[config.mk]
export PLATFORM = sky130hd
export DESIGN_NAME = psg_bus_writer
export DESIGN_NICKNAME = d
export VERILOG_FILES = /design/src/rtl/psg_pkg.sv /design/src/rtl/psg_wr_fifo.sv /design/src/rtl/psg_bus_writer.sv
export SDC_FILE = /design/constraint.sdc
export NUM_CORES = 1
export LEC_CHECK = 0
export ABC_AREA = 1
export CORE_ASPECT_RATIO = 2
export CORE_UTILIZATION = 30
export CTS_BUF_LIST = sky130_fd_sc_hd__clkbuf_4 sky130_fd_sc_hd__clkbuf_8
export CTS_CLUSTER_SIZE = 10
export DETAILED_ROUTE_END_ITERATION = 16
export PLACE_DENSITY = 0.51
export SYNTH_ARGS = -nofsm -noshare
export SYNTH_HDL_FRONTEND = slang
export SYNTH_SLANG_ARGS = --single-unit
[constraint.sdc]
create_clock -name clk_3_58MHz -period 3.2 [get_ports clk_3_58MHz]
set_input_delay 0.32 -clock clk_3_58MHz [delete_from_list [all_inputs] [get_ports clk_3_58MHz]]
set_output_delay 0.32 -clock clk_3_58MHz [all_outputs]
set_load 0.05 [all_outputs]
[src/rtl/psg_pkg.sv]
// Shared definitions for the PSG register-write path: FSM encoding,
// queued-entry layout and the PSG register numbers used by callers.
// No logic; imported by psg_wr_fifo, psg_bus_writer and the bench.
package psg_pkg;

  // Bus-cycle FSM: one queued write walks IDLE -> ADDR -> GAP -> DATA -> IDLE.
  typedef enum logic [1:0] {
    ST_IDLE = 2'd0,
    ST_ADDR = 2'd1,
    ST_GAP  = 2'd2,
    ST_DATA = 2'd3
  } psg_state_e;

  // One queued register write: address in the upper nibble, data below it.
  localparam int ENTRY_W = 12;

  typedef struct packed {
    logic [3:0] addr;
    logic [7:0] data;
  } psg_wr_t;

  // Commonly used PSG register numbers.
  localparam logic [3:0] REG_A_FINE   = 4'd0;
  localparam logic [3:0] REG_A_COARSE = 4'd1;
  localparam logic [3:0] REG_MIXER    = 4'd7;
  localparam logic [3:0] REG_A_VOL    = 4'd8;

  function automatic psg_wr_t make_wr(input logic [3:0] addr, input logic [7:0] data);
    psg_wr_t w;
    w.addr = addr;
    w.data = data;
    return w;
  endfunction

endpackage

[src/rtl/psg_wr_fifo.sv]
// Request queue for PSG register writes (DEPTH entries, show-ahead read).
// Latency: an entry pushed on edge E is visible on pop_dat_o after edge E.
// Backpressure: full_o blocks pushes, even when a pop happens on the same edge.
//
// Ports:
//   clk_i       clock, all state on its rising edge
//   rst_i       synchronous active-high reset (pointers and occupancy to 0)
//   push_i      push request; ignored while full_o or rst_i is high
//   push_dat_i  entry to append
//   pop_i       pop request; ignored while empty_o
//   pop_dat_o   head entry (valid while !empty_o)
//   full_o      DEPTH entries held
//   empty_o     no entries held
module psg_wr_fifo
  import psg_pkg::*;
#(
  parameter int DEPTH = 4,
  parameter int WIDTH = ENTRY_W
) (
  input  logic             clk_i,
  input  logic             rst_i,
  input  logic             push_i,
  input  logic [WIDTH-1:0] push_dat_i,
  input  logic             pop_i,
  output logic [WIDTH-1:0] pop_dat_o,
  output logic             full_o,
  output logic             empty_o
);

  localparam int PTR_W = $clog2(DEPTH);
  localparam int CNT_W = $clog2(DEPTH) + 1;

  logic [WIDTH-1:0] mem_q [DEPTH];
  logic [PTR_W-1:0] wr_ptr_q, wr_ptr_d;
  logic [PTR_W-1:0] rd_ptr_q, rd_ptr_d;
  logic [CNT_W-1:0] cnt_q, cnt_d;
  logic             push_acc;
  logic             pop_acc;

  assign full_o    = (cnt_q == CNT_W'(DEPTH));
  assign empty_o   = (cnt_q == '0);
  assign push_acc  = push_i & ~full_o;
  assign pop_acc   = pop_i & ~empty_o;
  assign pop_dat_o = mem_q[rd_ptr_q];

  // DEPTH is a power of two, so the pointers wrap by plain overflow.
  always_comb begin
    wr_ptr_d = wr_ptr_q;
    rd_ptr_d = rd_ptr_q;
    cnt_d    = cnt_q;
    if (push_acc) wr_ptr_d = wr_ptr_q + PTR_W'(1);
    if (pop_acc)  rd_ptr_d = rd_ptr_q + PTR_W'(1);
    case ({push_acc, pop_acc})
      2'b10:   cnt_d = cnt_q + CNT_W'(1);
      2'b01:   cnt_d = cnt_q - CNT_W'(1);
      default: cnt_d = cnt_q;
    endcase
  end

  always_ff @(posedge clk_i) begin
    if (rst_i) begin
      wr_ptr_q <= '0;
      rd_ptr_q <= '0;
      cnt_q    <= '0;
    end else begin
      wr_ptr_q <= wr_ptr_d;
      rd_ptr_q <= rd_ptr_d;
      cnt_q    <= cnt_d;
    end
  end

  // Storage carries no reset; occupancy alone decides what is valid.
  always_ff @(posedge clk_i) begin
    if (!rst_i && push_acc) begin
      mem_q[wr_ptr_q] <= push_dat_i;
    end
  end

endmodule

[src/rtl/psg_bus_writer.sv]
// Queues PSG register writes and plays each out as an address latch, a gap, then a data write.
// Latency: a request accepted on edge E reaches the bus (address phase) after edge E+1 at the earliest.
// Backpressure: wr_ready = queue not full; the bus side never stalls.
//
// Ports:
//   clk_3_58MHz  PSG clock, only clock of the block
//   I_reset      synchronous active-high reset; abandons any write in flight
//   wr_valid     write request present
//   wr_ready     queue can accept a request
//   wr_addr      PSG register address
//   wr_data      PSG register data
//   BDIR, BC     PSG bus strobes (1/1 address latch, 1/0 data write, 0/0 inactive)
//   DI           PSG data/address bus
//   busy         queue non-empty or a bus write in progress
module psg_bus_writer
  import psg_pkg::*;
#(
  parameter int FIFO_DEPTH  = 4,
  parameter int HOLD_CYCLES = 100
) (
  input  logic       clk_3_58MHz,
  input  logic       I_reset,
  input  logic       wr_valid,
  output logic       wr_ready,
  input  logic [3:0] wr_addr,
  input  logic [7:0] wr_data,
  output logic       BDIR,
  output logic       BC,
  output logic [7:0] DI,
  output logic       busy
);

  localparam int               CNT_W     = $clog2(HOLD_CYCLES + 1);
  localparam logic [CNT_W-1:0] HOLD_LAST = CNT_W'(HOLD_CYCLES - 1);

  psg_state_e       state_q, state_d;
  logic [CNT_W-1:0] cnt_q, cnt_d;
  psg_wr_t          hold_q, hold_d;
  logic             bdir_q, bdir_d;
  logic             bc_q, bc_d;
  logic [7:0]       di_q, di_d;

  logic             fifo_pop;
  logic             fifo_full;
  logic             fifo_empty;
  psg_wr_t          fifo_push_dat;
  psg_wr_t          fifo_pop_dat;

  assign fifo_push_dat = make_wr(wr_addr, wr_data);

  psg_wr_fifo #(
    .DEPTH (FIFO_DEPTH),
    .WIDTH (ENTRY_W)
  ) u_fifo (
    .clk_i      (clk_3_58MHz),
    .rst_i      (I_reset),
    .push_i     (wr_valid),
    .push_dat_i (fifo_push_dat),
    .pop_i      (fifo_pop),
    .pop_dat_o  (fifo_pop_dat),
    .full_o     (fifo_full),
    .empty_o    (fifo_empty)
  );

  assign wr_ready = ~fifo_full;
  assign busy     = (state_q != ST_IDLE) | ~fifo_empty;
  assign BDIR     = bdir_q;
  assign BC       = bc_q;
  assign DI       = di_q;

  // State register, phase counter, holding register and registered bus outputs.
  always_ff @(posedge clk_3_58MHz) begin
    if (I_reset) begin
      state_q <= ST_IDLE;
      cnt_q   <= '0;
      hold_q  <= '0;
      bdir_q  <= 1'b0;
      bc_q    <= 1'b0;
      di_q    <= 8'h00;
    end else begin
      state_q <= state_d;
      cnt_q   <= cnt_d;
      hold_q  <= hold_d;
      bdir_q  <= bdir_d;
      bc_q    <= bc_d;
      di_q    <= di_d;
    end
  end

  // Next state. The counter is reloaded on every state entry and the phase
  // ends on the cycle it reads zero, so a reload of HOLD_CYCLES-1 gives
  // exactly HOLD_CYCLES cycles. The pop only looks at the registered FIFO
  // occupancy, so an entry pushed this edge cannot be popped this edge.
  always_comb begin
    state_d  = state_q;
    cnt_d    = cnt_q;
    fifo_pop = 1'b0;
    unique case (state_q)
      ST_IDLE: begin
        if (!fifo_empty) begin
          fifo_pop = 1'b1;
          state_d  = ST_ADDR;
          cnt_d    = HOLD_LAST;
        end
      end
      ST_ADDR: begin
        if (cnt_q == '0) begin
          state_d = ST_GAP;
          cnt_d   = '0;
        end else begin
          cnt_d = cnt_q - CNT_W'(1);
        end
      end
      ST_GAP: begin
        state_d = ST_DATA;
        cnt_d   = HOLD_LAST;
      end
      ST_DATA: begin
        if (cnt_q == '0) begin
          state_d = ST_IDLE;
          cnt_d   = '0;
        end else begin
          cnt_d = cnt_q - CNT_W'(1);
        end
      end
      default: begin
        state_d = ST_IDLE;
        cnt_d   = '0;
      end
    endcase
  end

  // Outputs are computed from the state being entered so they change on the
  // same edge as the state. The holding register is loaded on the pop edge,
  // hence the address comes from hold_d rather than hold_q.
  always_comb begin
    hold_d = fifo_pop ? fifo_pop_dat : hold_q;
    bdir_d = 1'b0;
    bc_d   = 1'b0;
    di_d   = 8'h00;
    unique case (state_d)
      ST_ADDR: begin
        bdir_d = 1'b1;
        bc_d   = 1'b1;
        di_d   = {4'h0, hold_d.addr};
      end
      ST_GAP: begin
        di_d = hold_d.data;
      end
      ST_DATA: begin
        bdir_d = 1'b1;
        di_d   = hold_d.data;
      end
      default: begin
        bdir_d = 1'b0;
        bc_d   = 1'b0;
        di_d   = 8'h00;
      end
    endcase
  end

endmodule
* After elaboration in Yosys (flattened, before gate mapping)
Memory sizes are Yosys's and may differ from the RTL's. A register that Yosys moved wholly into a read port is not among the register bits.
Index checks and enable logic that the tools add are counted.
** Operators by class
- $add $sub $neg :: 5
- Multiply operators :: 0
- Divide/modulo/power cells :: 0
- Order comparisons :: 0
- Eq/ne operators :: 10
- Shifts and indexed selects :: 0
- Muxes and demuxes :: 18
- Bitwise gates (word level) :: 5
- Reduce and logical (&&, ||, !) cells :: 10
** Operators with widths (number)
- $pmux 7 s3 :: 1
- $pmux 8 s2 :: 1
- $mux 7 :: 2
- $mux 12 :: 1
- $eq 2x2->1 const B :: 5
- $mux 2 :: 5
- $pmux 2 s4 :: 1
- $logic_not 7->1 :: 1
- $sub 7x1->7 const B :: 1
- $eq 2x1->1 const B :: 3
- $mux 1 :: 6
- $pmux 3 s2 :: 1
- $reduce_or 2->1 :: 3
- $add 2x1->2 const B :: 2
- $reduce_bool 2->1 :: 2
- $add 3x1->3 const B :: 1
- $eq 3x3->1 const B :: 1
- $logic_not 3->1 :: 1
- $sub 3x1->3 const B :: 1
- $and 1x1->1 :: 2
- $logic_not 2->1 :: 1
- $ne 2x2->1 const B :: 1
- $not 1->1 :: 2
- $logic_and 1x1->1 :: 1
- 2 further kinds :: 2
** Word-level totals
- Register bits :: 38
- Bits in latches :: 0
- RAM bits :: 48
- Memory bits (read-only) :: 0
- Bits of input ports :: 15
- Output and inout bits :: 12
- Logic and storage cells :: 59
- Memories kept :: 1
** Memories
- u_fifo.mem_q :: depth 4, bits a word 12, rd ports 1, clocked after memory_dff 1, wr ports 1, line psg_wr_fifo.sv:33 : logic [WIDTH-1:0] mem_q [DEPTH];

* Longest topological paths before layout
- Depth in word-level cells :: 6
- Gate-level depth with buffers :: 12
- Gate-level depth less buffers :: 11

* Cells and area by module
Synthesis repeated with hierarchy kept, for this count alone.
** Second synthesis, totals
- Cells, all modules :: 344
- Area total of the unflattened synthesis :: 3545.9 µm²
** By module, submodules not included
- psg_wr_fifo :: instances 1, cells each 191, area each 2317.2 µm², seq. area each 1621.6 µm²
- psg_bus_writer :: instances 1, cells each 153, area each 1228.7 µm², seq. area each 600.6 µm²

* Least setup slack after synthesis
Ideal clock, no wire load.
- Path type :: flip-flop to flip-flop
- Start :: reg u_fifo.cnt_q[1]
- End :: reg u_fifo.cnt_q[2]
- Setup time :: 0.124 ns
- Arrival :: 2.040 ns
- Required time :: 3.076 ns
- Path slack :: 1.037 ns
- Cell stages (with the launch flop) :: 11
- Buffers on the path :: 0
- Clock period less this slack :: 2.163 ns
- Cells stage by stage :: dfxtp_1 nor2_4 nand2_1 nand2_1 ha_1 inv_1 fa_1 a21oi_1 o21ai_0 o21ai_0 a21oi_1
** Between the ends
- Elaborated cells between the ends (all ways) :: 14
- Those cells by class :: add/sub (2); eq/ne (3); mux (3); bitwise (4); reduce/logical (2)
** RTL lines
- start: declaration :: line psg_wr_fifo.sv:36 : logic [CNT_W-1:0] cnt_q, cnt_d;
- start signal: assignment :: line psg_wr_fifo.sv:68 : cnt_q <= cnt_d;
- $eq 3x3->1 (*) :: line psg_wr_fifo.sv:40 : assign full_o = (cnt_q == CNT_W'(DEPTH));
- $not 1->1 (*)
- named net wr_ready :: line psg_bus_writer.sv:24 : output logic wr_ready,
- $and 1x1->1 (*) :: line psg_wr_fifo.sv:42 : assign push_acc = push_i & ~full_o;
- $eq 2x1->1 / $eq 2x2->1 (equally long branches) :: line psg_wr_fifo.sv:53 : case ({push_acc, pop_acc})
- $pmux 3 s2 / $reduce_bool 2->1 (equally long branches)
The timed path passes the listed nets; every way through them passes the cells marked *.
A chain may end at the register's enable or synchronous reset.

* Worst setup path after layout
- Start :: reg state_q[0]
- End :: out busy
** Between the ends
- Longest elaborated chain between the ends :: 2
** RTL lines
- start: declaration :: line psg_bus_writer.sv:36 : psg_state_e state_q, state_d;
- start signal: assignment :: line psg_bus_writer.sv:81 : state_q <= state_d;
- $reduce_bool 2->1 :: line psg_bus_writer.sv:66 : assign busy = (state_q != ST_IDLE) | ~fifo_empty;
- $or 1x1->1 :: line psg_bus_writer.sv:66
- end: declaration :: line psg_bus_writer.sv:30 : output logic busy
No other way between the ends.

==> results.ini <==
[worst_setup_path]
cp-end-kind = output port
cp_slowest_stage_delay_ns = 0.82
crit_chain = nor2_4 -> nand3_4 -> clkdlybuf4s50_1
cp.depth = 3
reg2regPathDepth = 10
path_buf_inv = 1
cp.required_ns = 2.88
timing.critical_path.fanout_max = 10
arrival_ns = 1.83
crit_slowest_cell = clkdlybuf4s50_1
path_class = reg2out
cp_top_family = buffers and inverters
critPathLaunchType = flip-flop

[floorplanning]
die-area_mm2 = 0.01276
die_w_um = 80.38
num_rows = 57
initial_utilization_pct = 30.58
coreArea_mm2 = 0.01205
ios = 27
die_y_um = 158.8

[pwr]
leakage_nw = 1.757
power_density_mw_per_mm2 = 912.2
p_total_mw = 3.920
vdd_ir_drop_max_v = 0.0005280

[logic_synthesis]
syn_area_mm2 = 0.003686
synth.ff_latch_count = 88
syn-num-nets = 405
avgSynthCellArea_um2 = 9.624
ys_types = 30
syn_inst = 383
ys_warn_count = 0
yosysSeqAreaShare_pct = 60.83

[finish]
syn_to_final_growth_pct = 16.56
nNetsFinal = 436
regArea_mm2 = 0.002242
drive_above_1_share_pct = 10.02
diodes = 0
nFillCells = 1184
postLayoutCoreUtil_pct = 35.65
multiInputGateArea_mm2 = 0.001110

[detailed_routing]
route.detailed.drc = 0
ant_nets = 0
routed_via_density = 4.292
num_vias = 2429
drt-initial-drc-count = 77
finalWirelength_um = 6556
post_drt_wl_per_cell_um = 11.58
dr.pass1.iters = 4

[clock_tree]
cts_tree = done
ctsHoldBuffers = 0
clkSlewWorstSetupHoldPaths_ns = 0.09
root_buffer = clkbuf_8
post-cts-setup-buffers = 0
clk_path_buf_depth = 2
cts-buffers-inserted = 9
ctsResizeCount = 0
htree_levels = 3
clock-sinks = 88
clk_latency_ns = 0.35

[min_path]
min_path_cells = 2
hp-class = reg2reg

[placement]
gp_congestion = 0.7687
post-place-ws_ns = 1.076
port_buffers = 26
place_hpwl_um = 4988

[sta]
finalCritPeriodShare_pct = 67.25
max_freq_mhz = 464.7
setup_tns_ns = 0
setup_violations = 0
finalHoldViolCount = 0
relSlewSlack_pct = 61.18
worst_slack_ns = 1.048
period_needed_ns = 2.152
rsz0062_at_grt = no
clock_skew_ns = 0.007667
slew_violations = 0
worstMarginPinSlew_ns = 0.5815
holdWs_ns = 0.4656

[global_routing]
grt_pass1_wl_um = 11160
grt_max_degree = 25
antenna_found_initial = 0
grt_pass1_vias = 2420
grt_usage_pct = 11.25
grt-ovfl-total = 0

[outcome]
outcome = completed

[flow_run]
max-cap-violations = 0

## placed cells by master (no fill, tap or decap)
cell type	count
nand3_1	21
xor2_1	3
clkinvlp_4	1
a211oi_1	1
clkbuf_8	9
inv_2	1
a21oi_1	24
a21oi_2	1
o21ai_1	3
o21ai_0	19
inv_4	1
inv_6	3
nor2_1	37
nand3_4	1
o211ai_1	1
nand2_2	5
nand2_4	1
nor2_4	3
fa_1	1
dfxtp_1	40
o21ai_2	4
nor3_1	6
bufinv_16	2
clkinv_4	2
nand2_1	85
ha_1	6
inv_1	56
clkdlybuf4s50_1	26
edfxtp_1	48
buf_4	6
nor2_2	2
## logic make-up (layout without fill, tap and decap cells)
logic type / Yosys count / after routing / share of synthesized area (%)
AO/OA/AOI/OAI: 53 / 53 / 7.841
XOR/XNOR: 3 / 3 / 0.7130
AND/OR/NAND/NOR: 161 / 161 / 18.97
flip-flops: 88 / 88 / 60.83
buffers and inverters: 71 / 107 / 9.063
adder cells (fa/ha/maj): 7 / 7 / 2.580
## sequential cells by signal, indices dropped and copies added (netlist names), named ones only
| register | cells |
|---|---|
| BC | 1 |
| hold_q | 12 |
| u_fifo.cnt_q | 3 |
| cnt_q | 7 |
| u_fifo.mem_q | 48 |
| DI | 8 |
| state_q | 2 |
| u_fifo.wr_ptr_q | 2 |
| BDIR | 1 |
| u_fifo.rd_ptr_q | 2 |
## tightest hold or removal path: cells and delay by family (launching register included)
kind | cells | cell delay (ns)
AO/OA/AOI/OAI | 1 | 0.07
flip-flops | 1 | 0.30
buffers and inverters | 1 | 0.06
## final timing paths
check                                        start               to  slack (ns)
worst max-delay path                    state_q[0]             busy        1.05
worst min-delay path            u_fifo.rd_ptr_q[1]        flip-flop        0.47
worst max register to register          state_q[0]  u_fifo.cnt_q[2]        1.11
worst min register to register  u_fifo.rd_ptr_q[1]        flip-flop        0.47
## per-layer routing
metal,vias up,wire [µm],part of all wire [%],global-route usage [%]
li1,1283,-,-,-
met1,1109,2566,39,11.73
met2,28,3674,56,20.57
met3,9,165,2.5,2.241
met4,0,149,2.3,5.357
met5,-,0,0,0
## where the power goes
part | internal, mW | switching (mW) | leakage (nW) | total [mW]
Clock | 0.448 | 0.400 | 0.110 | 0.848
Combinational | 0.504 | 1.01 | 0.882 | 1.52
Sequential | 1.42 | 0.138 | 0.765 | 1.56
## area by class of cell
cell class | instances | area share [%]
Clock buffer | 9 | 2.883
Inverter | 59 | 5.329
Sequential cell | 88 | 52.18
Timing Repair Buffer | 32 | 7.105
Tap cell | 147 | 4.281
Clock inverter | 7 | 2.388
Multi-Input combinational cell | 224 | 25.83
## synth_stat cells
library cell | instances | share of area [%]
nor2_4 | 3 | 0.92
nand2_4 | 1 | 0.31
buf_12 | 1 | 0.54
fa_1 | 1 | 0.54
nor3_1 | 6 | 0.81
o21ai_2 | 4 | 0.95
buf_6 | 4 | 1.2
o21ai_1 | 3 | 0.41
nand3_1 | 21 | 2.9
nand2_2 | 5 | 0.85
inv_1 | 56 | 5.7
inv_4 | 1 | 0.17
inv_6 | 1 | 0.24
nand3_4 | 1 | 0.48
a211oi_1 | 1 | 0.20
inv_2 | 1 | 0.10
dfxtp_1 | 40 | 22
a21oi_2 | 1 | 0.24
o211ai_1 | 1 | 0.20
a21oi_1 | 24 | 3.3
buf_2 | 2 | 0.27
buf_4 | 3 | 0.61
nand2_1 | 85 | 8.7
xor2_1 | 3 | 0.71
edfxtp_1 | 48 | 39
clkbuf_1 | 2 | 0.20
nor2_2 | 2 | 0.34
nor2_1 | 37 | 3.8
o21ai_0 | 19 | 2.6
ha_1 | 6 | 2.0
## through the flow
| step | cell area, µm² | cells |
|---|---|---|
| 3_3_place_gp | 4070 | 550 |
| 6_report | 4297 | 566 |
| 5_1_grt | 4297 | 566 |
| 3_5_place_dp | 4070 | 550 |
| 2_1_floorplan | 3686 | 383 |
| 4_1_cts | 4297 | 566 |
Power figures use the tool's default switching activity.
